===== config.mk =====
export PLATFORM = sky130hd
export DESIGN_NAME = fifo8x9_ctrl
export DESIGN_NICKNAME = d
export VERILOG_FILES = /design/src/rtl/fifo_ctrl_pkg.sv /design/src/rtl/fifo8x9_ctrl_rr_arb2.sv /design/src/rtl/fifo8x9_ctrl.sv
export SDC_FILE = /design/constraint.sdc
export NUM_CORES = 1
export LEC_CHECK = 0
export CORE_MARGIN = 1.5
export CORE_UTILIZATION = 30
export DETAILED_ROUTE_END_ITERATION = 8
export HOLD_SLACK_MARGIN = 0.12
export PLACE_DENSITY_LB_ADDON = 0.1
export SYNTH_ARGS = -nofsm -noshare
export SYNTH_HDL_FRONTEND = slang
export SYNTH_SLANG_ARGS = --single-unit

===== constraint.sdc =====
create_clock -name clk -period 2.68 [get_ports clk]
set_input_delay 0.268 -clock clk [delete_from_list [all_inputs] [get_ports clk]]
set_output_delay 0.268 -clock clk [all_outputs]
set_load 0.02 [all_outputs]

===== src/rtl/fifo_ctrl_pkg.sv =====
// Shared types and default sizing for the FIFO8x9 controller.
package fifo_ctrl_pkg;

  localparam int unsigned FIFO_DEPTH = 8;
  localparam int unsigned FIFO_DW    = 9;
  localparam int unsigned FIFO_CW    = 4;

  typedef enum logic [1:0] {
    ST_INIT,
    ST_RUN,
    ST_FLUSH
  } state_t;

endpackage


===== src/rtl/fifo8x9_ctrl_rr_arb2.sv =====
// Two-requester round-robin arbiter; after reset requester 0 wins a tie.
module rr_arb2 (
  input  logic       clk,
  input  logic       rst,
  input  logic [1:0] req,
  input  logic       en,
  output logic [1:0] gnt
);

  logic last_p1;

  always_comb begin
    gnt = '0;
    if (en) begin
      if (req == 2'b11) gnt = last_p1 ? 2'b01 : 2'b10;
      else              gnt = req;
    end
  end

  always_ff @(posedge clk) begin
    if (rst)       last_p1 <= 1'b1;
    else if (|gnt) last_p1 <= gnt[1];
  end

endmodule


===== src/rtl/fifo8x9_ctrl.sv =====
// Write-port arbiter and pointer/occupancy controller for the FIFO8x9 datapath.
module fifo8x9_ctrl
  import fifo_ctrl_pkg::*;
#(
  parameter int unsigned DEPTH = FIFO_DEPTH,
  parameter int unsigned DW    = FIFO_DW,
  parameter int unsigned CW    = FIFO_CW
) (
  input  logic          clk,
  input  logic          rst,
  input  logic          flush,
  input  logic          p0_valid,
  input  logic [DW-1:0] p0_data,
  output logic          p0_ready,
  input  logic          p1_valid,
  input  logic [DW-1:0] p1_data,
  output logic          p1_ready,
  input  logic          pop_req,
  output logic          pop_ack,
  output logic          rd_valid,
  output logic          fifo_wren,
  output logic          fifo_wrinc,
  output logic          fifo_wrptrclr,
  output logic [DW-1:0] fifo_din,
  output logic          fifo_rden,
  output logic          fifo_rdinc,
  output logic          fifo_rdptrclr,
  output logic [CW-1:0] count,
  output logic          full,
  output logic          empty,
  output logic          err_udf
);

  localparam int unsigned PW = $clog2(DEPTH);
  localparam logic [PW-1:0] PTR_LAST = PW'(DEPTH - 1);

  state_t        state;
  logic [PW-1:0] wr_sh;
  logic [PW-1:0] rd_sh;
  logic [1:0]    gnt;
  logic          in_clr;
  logic          accept;
  logic          wr_go;
  logic          rd_go;
  logic          wr_wrap;
  logic          rd_wrap;

  // Gating with rst keeps every strobe low while reset is held, so the
  // INIT clear pulse appears only in the first cycle after release.
  always_comb begin
    in_clr  = !rst && (state != ST_RUN);
    accept  = !rst && (state == ST_RUN) && !flush;
    full    = (count == CW'(DEPTH));
    empty   = (count == '0);
    wr_go   = |gnt;
    rd_go   = accept && pop_req && !empty;
    wr_wrap = (wr_sh == PTR_LAST);
    rd_wrap = (rd_sh == PTR_LAST);
  end

  rr_arb2 u_arb (
    .clk (clk),
    .rst (rst),
    .req ({p1_valid, p0_valid}),
    .en  (accept && !full),
    .gnt (gnt)
  );

  always_comb begin
    p0_ready      = gnt[0];
    p1_ready      = gnt[1];
    fifo_wren     = wr_go;
    fifo_din      = gnt[1] ? p1_data : p0_data;
    fifo_wrinc    = wr_go && !wr_wrap;
    fifo_wrptrclr = in_clr || (wr_go && wr_wrap);
    pop_ack       = rd_go;
    fifo_rden     = rd_go;
    fifo_rdinc    = rd_go && !rd_wrap;
    fifo_rdptrclr = in_clr || (rd_go && rd_wrap);
  end

  always_ff @(posedge clk) begin
    if (rst) begin
      state    <= ST_INIT;
      count    <= '0;
      wr_sh    <= '0;
      rd_sh    <= '0;
      rd_valid <= 1'b0;
      err_udf  <= 1'b0;
    end else begin
      rd_valid <= rd_go;
      if (accept && pop_req && empty) err_udf <= 1'b1;
      unique case (state)
        ST_INIT: begin
          state <= ST_RUN;
          count <= '0;
          wr_sh <= '0;
          rd_sh <= '0;
        end
        ST_RUN: begin
          if (flush) begin
            // Count and shadows clear on entry so FLUSH already reports empty.
            state <= ST_FLUSH;
            count <= '0;
            wr_sh <= '0;
            rd_sh <= '0;
          end else begin
            if (wr_go && !rd_go)      count <= count + CW'(1);
            else if (!wr_go && rd_go) count <= count - CW'(1);
            if (wr_go) wr_sh <= wr_wrap ? '0 : wr_sh + PW'(1);
            if (rd_go) rd_sh <= rd_wrap ? '0 : rd_sh + PW'(1);
          end
        end
        ST_FLUSH: begin
          state <= ST_RUN;
          count <= '0;
          wr_sh <= '0;
          rd_sh <= '0;
        end
        default: state <= ST_INIT;
      endcase
    end
  end

endmodule

======== Word-level counts from Yosys, hierarchy flattened ========
Index checks and enable logic that the tools add are counted.
storage, ports and cells
  register bits ........................... 15
  input bits .............................. 24
  logic and storage cells ................. 71
operators by class
  add/sub/neg operators ................... 4
  equal/unequal tests ..................... 11
  muxes and demuxes ....................... 18
  reduce and logical (&&, ||, !) cells .... 31
operators with widths
  kind                 count
  $mux 3               6
  $logic_and 1x1->1    13
  $mux 4               3
  $pmux 3 s2           2
  $mux 9               1
  $logic_not 1->1      8
  $mux 2               4
  $pmux 4 s2           1
  $add 3x1->3 const B  2
  $eq 3x3->1 const B   2
  $ne 3x3->1 const B   2
  $reduce_and 2->1     3
  $add 4x1->4 const B  1
  $eq 2x2->1 const B   2
  $eq 4x4->1 const B   1
  $logic_not 4->1      1
  $ne 4x2->1 const B   1
  $pmux 2 s2           1
  $reduce_or 2->1      2
  $sub 4x1->4 const B  1
  $eq 2x1->1 const B   1
  $logic_not 2->1      1
  $logic_or 1x1->1     2
  $ne 2x1->1 const B   1
  other kinds (2)      2

======== Longest topological paths before layout ========
  depth after elaboration ................. 12
  mapped depth ............................ 11

======== Hierarchy ========
A second synthesis with hierarchy kept.
second synthesis, totals
  cell total of the unflattened synthesis .. 112
  area total of the unflattened synthesis .. 989.7 um^2
modules (own cells, without submodules)
  module        times used  cells each  area an instance (um^2)  seq. area each (um^2)
  fifo8x9_ctrl  1           104         930.9                    280.3
  rr_arb2       1           8           58.8                     20.0

======== Least setup slack after synthesis ========
Ideal clock, no wire load.
  path kind ............................... register to register
  start ................................... register count[0]
  end ..................................... register count[3]
  setup time .............................. 0.095 ns
  arrival time ............................ 2.871 ns
  setup slack ............................. -0.286 ns
  stages on the path, launching flop included .. 9
  path buffers ............................ 1
  clock period less this slack ............ 2.966 ns
  cell sequence ........................... dfxtp_1 nor4b_4 nor4b_2 ha_1 or4b_1 clkbuf_1 nor4_1 o21ai_0 o311ai_1
between the ends
  word-level cells in the longest chain between the ends .. 9
  elaborated cells between the ends (all ways) .. 20
  those cells by class .................... add/sub: 2; eq/ne: 2; mux: 5; reduce/logical: 11
ends and longest elaborated chain
  element                                                      RTL line                                  source
  from (decl)                                                  fifo8x9_ctrl.sv:28                        output logic [CW-1:0] count,
  from (signal assigned)                                       fifo8x9_ctrl.sv:108                       if (wr_go && !rd_go) count <= count + CW'(1);
  from (signal assigned)                                       fifo8x9_ctrl.sv:109                       else if (!wr_go && rd_go) count <= count - CW'(1);
  $eq 4x4->1 *                                                 fifo8x9_ctrl.sv:53                        full = (count == CW'(DEPTH));
  net full                                                     fifo8x9_ctrl.sv:29                        output logic full,
  $logic_not 1->1 *                                            fifo8x9_ctrl.sv:65                        .en (accept && !full),
  $logic_and 1x1->1 *                                          fifo8x9_ctrl.sv:65
  $mux 2 *                                                     fifo8x9_ctrl_rr_arb2.sv:14                if (en) begin
  $reduce_or 2->1 *                                            fifo8x9_ctrl.sv:55                        wr_go = |gnt;
  net fifo_wren                                                fifo8x9_ctrl.sv:21                        output logic fifo_wren,
  $logic_and 1x1->1 / $logic_not 1->1 (equally long branches)  fifo8x9_ctrl.sv:108, fifo8x9_ctrl.sv:109
  $mux 4 / $logic_and 1x1->1 (equally long branches)           fifo8x9_ctrl.sv:108, fifo8x9_ctrl.sv:109
  $mux 4 / $ne 4x2->1 (equally long branches)                  --
  $pmux 4 s2 / $reduce_and 2->1 (equally long branches)        --
The timed path passes the listed nets; every way through them passes the cells marked *. The select of a mux whose other input is x is not followed.
A chain may end at the register's enable or synchronous reset.

======== Worst setup path after layout ========
  start ................................... input port flush
  end ..................................... output port fifo_din[7]
between the ends
  word-level cells in the longest chain between the ends .. 5
ends and longest elaborated chain
  element            RTL line                    source
  from (decl)        fifo8x9_ctrl.sv:11          input logic flush,
  $logic_not 1->1    fifo8x9_ctrl.sv:52          accept = !rst && (state == ST_RUN) && !flush;
  $logic_and 1x1->1  fifo8x9_ctrl.sv:52
  $logic_and 1x1->1  fifo8x9_ctrl.sv:65
  $mux 2             fifo8x9_ctrl_rr_arb2.sv:14
  $mux 9             fifo8x9_ctrl.sv:73          fifo_din = gnt[1] ? p1_data : p0_data;
  to (decl)          fifo8x9_ctrl.sv:24          output logic [DW-1:0] fifo_din,
Every way passes these cells.

==> results.txt <==
----------------------------------------------------
[Outcome]
  Outcome ... finished, final reports clean

[Global routing]
  Number of global-route vias before repair ... approximately 940
  Wire length of the first global-routing pass ... 3.88 mm
  Pin count of the biggest net entering global routing ... 13
  Number of antenna violations at the first check in global routing ... 0
  GRT Total Usage ... 0.135
  Grt ovf ... 0

[Layout]
  Diodes inserted ... 0
  Multi-input logic area ... 687 um^2
  Fill cells ... 327
  Area Growth Syn to Fin ... 63.6%
  Post-layout instance area ... 1680 um^2
  Count of nets after finishing ... 202
  Sequential cell area in the final layout ... approximately 310 um^2
  Post-route non-filler standard cell count ... 215
  Ratio of cells with drive above 1 in the final layout ... 0.225

[Logic synthesis]
  Synthesis warning total ... 0
  Synthesized Nets ... 141
  Leading cell types by total area after synthesis ... dfxtp_1 29%, mux2_2 11%, ha_1 8.5%
  Number of unique standard cell types used by synthesis ... 35
  Syn Inst Count ... 109
  Library cell with the largest summed area after synthesis ... dfxtp_1
  Register bit total from synthesis ... 15
  Synthesized area per cell ... 9.44 um^2
  Share of the synthesized area in the top cell type ... 0.292
  Register area share after synthesis ... 0.292
  Synthesized area ... 1030 um^2

[Timing]
  Final max-slew violation count ... 0
  Setup TNS ... 0 ps
  Hold Fails Final Rpt ... 0
  Worst slew pin tran ... between 400 and 500 ps
  Setup violators final ... 0
  Post-route worst hold slack ... 469 ps
  F_max ... ~400 MHz
  Relative slew margins ... 0.680
  Setup skew after layout ... roughly 12 ps
  RSZ-0062 raised after global routing ... no
  Share of the cycle needed by the critical path after routing ... 0.946
  Fin crit period ... 2530 ps

[Floorplan]
  Die Ht ... 61.6 um
  Die X-Extent ... 61.6 um
  Starting Density ... 0.311
  Core Footprint ... roughly 3300 um^2
  Row Count ... 21
  Total die area ... 3790 um^2
  Top-level I/O count ... 50

[Pwr]
  Static Leak ... 0.673 nW
  PD cells ... 295 nW/um^2
  Peak supply drop ... between 100 and 150 uV

[Setup path]
  Required time worst endpoint ... 2410 ps
  Critical path's largest stage delay ... 610 ps
  Maximum fanout along the worst path ... 10
  Cell at the slowest stage of the critical path ... clkdlybuf4s50_1
  Cell family with the largest share of critical-path delay ... buffers and inverters
  Number of buffer and inverter stages on the critical path ... 3
  Cells along the critical path ... clkdlybuf4s50_1, buf_4, nor4_4, nand3_4, mux2_2, clkdlybuf4s50_1
  Critical path startpoint category ... primary input
  Critical path type ... primary input to output port
  Most used cell along the critical path ... clkdlybuf4s50_1
  Critical path arrival ... 2270 ps
  Setup crit end kind ... output port

[Flow run]
  Max-capacitance violation count ... 0

[CTS]
  Number of clock sinks ... 15
  Clock transition at the register clock pins on the worst setup and hold paths after CTS ... ~80 ps
  Total number of H-tree levels ... 1
  Cts bufs inserted ... 3
  Maximum buffer depth of the clock tree ... 2
  Root Buffer ... clkbuf_4
  Clock insertion delay at the later pin of the skew report ... between 200 and 300 ps
  TritonCTS clock tree ... done

[Placed design]
  Placer's final routability congestion estimate ... 0.721
  Count of input and output buffers ... 49
  Half-perimeter wire length of the detailed placement result ... 2.10 mm
  Post-place instance area ... 1630 um^2
  Number of instances in the placed design ... 209

[Hold path]
  Kind of path behind the tightest hold check ... register to register

[Route]
  Number of design rule violations left after detail routing ... 0
  Number of vias per cell ... 4.70
  DRC violation total after the first TritonRoute iteration ... 31
  Final routed wirelength across all metal layers ... 2.51 mm
  Antenna-violating nets left ... 0
  Count of TritonRoute iterations in the first routing pass ... 4
  Per-cell routed wire length ... 11.7 um
  Vias ... 1011

----------------------------------------------------
[cell type report]
| type | count | share of cell area |
|---|---|---|
| Multi-Input combinational cell | 83 | 0.408 |
| Tap cell | 46 | 0.0342 |
| Inverter | 7 | 0.0156 |
| Sequential cell | 15 | 0.182 |
| Timing Repair Buffer | 60 | 0.343 |
| Clock inverter | 1 | 0.00297 |
| Clock buffer | 3 | 0.0134 |
[sequential cells by signal (all words and copies together) (netlist names)]
register / count
rd_sh: 3
wr_sh: 3
state: 2
u_arb.last_p1: 1
err_udf: 1
rd_valid: 1
count: 4
[through the flow]
stage	power (mW)	util	worst slack, ps
2_1_floorplan	0.300	-	8.47
3_3_place_gp	0.374	0.491	33.7
3_5_place_dp	0.375	0.491	-109
4_1_cts	0.504	0.502	42.3
5_1_grt	0.522	0.508	22.3
6_report	0.496	0.508	145
[worst paths after layout]
| path | startpoint | endpoint | cells after the start | slack, ps |
|---|---|---|---|---|
| worst max-delay path | flush | fifo_din[7] | 6 | 150 |
| worst min-delay path | wr_sh[1]$_SDFFE_PP0P_ | wr_sh[1]$_SDFFE_PP0P_ | 2 | 470 |
| worst max register to register | count[0]$_SDFFE_PP0P_ | count[3]$_SDFFE_PP0P_ | 8 | 200 |
| worst min register to register | wr_sh[1]$_SDFFE_PP0P_ | wr_sh[1]$_SDFFE_PP0P_ | 2 | 470 |
[repair_timing]
action | 4_1_cts | 5_1_grt
gates resized for setup | 0 | 6
pin swaps | 0 | 0
setup endpoints to repair | 9 | 16
buffers inserted | 1 | 1
hold buffers | 0 | 0
[synth_stat cells]
library cell  count
a211o_1           1
nor2b_1           5
nor4b_2           1
nor4_1            3
nor3b_1           3
xor2_1            1
buf_6             2
or4b_1            1
fa_1              1
nor4b_4           1
a21oi_1           4
a21o_2            1
o21ai_0           5
or2b_1            1
nand2_1           8
a21o_1            1
nand3b_1          2
inv_1             7
clkbuf_1          1
nor4_4            2
nor3_1            2
or3_1             2
nor2_1           11
o311ai_1          1
ha_1              7
dfxtp_1          15
mux2_2           10
a22o_1            2
o31a_1            1
a221o_1           1
buf_4             1
nand3_1           1
o21a_1            2
nand3_4           1
a31oi_1           1
[cells in the final DEF (no fill, tap or decap), types with 2 or more instances in the layout]
master,synthesis,layout
nor3b_1,3,2
dfxtp_2,0,5
o21a_1,2,2
or3_1,2,2
nand3b_1,2,2
o21ai_0,5,5
mux2_2,10,10
dfxtp_1,15,10
clkbuf_4,0,3
nor4_1,3,3
ha_1,7,7
clkdlybuf4s50_1,0,47
buf_4,1,11
dlymetal6s2s_1,0,2
nor2b_1,5,5
nand2_1,8,8
a21oi_1,4,4
nor4b_4,1,2
nor2_1,11,11
inv_1,7,7
a22o_1,2,2
nor4_4,2,2
[metal layers]
metal	wire (um)	GRT usage	vias to the layer above	share of wire
met4	22	0.0456	0	0.0088
met1	996	0.165	461	0.40
met2	1350	0.236	32	0.54
li1	-	-	516	-
met5	0	0	-	0
met3	138	0.0252	2	0.055
[logic make-up after synthesis]
| logic type | synth area share |
|---|---|
| adders and majority gates | 0.105 |
| xor gates and xnor gates | 0.00852 |
| muxes | 0.109 |
| DFF | 0.292 |
| buffers and inverters | 0.0584 |
| and+or+nand+nor | 0.294 |
| AOI/OAI and AO/OA | 0.133 |
[where the power goes]
| group | total (mW) | switching, mW | internal [mW] |
|---|---|---|---|
| clock network | 0.126 | 0.0706 | 0.0554 |
| logic | 0.138 | 0.0565 | 0.0813 |
| registers | 0.232 | 0.00532 | 0.227 |
[worst min-delay path, cell delays in order (launching register included)]
cell	delay [ps]
dfxtp_1	320
nand2_1	50
o21ai_0	60
Power figures use the tool's default switching activity.
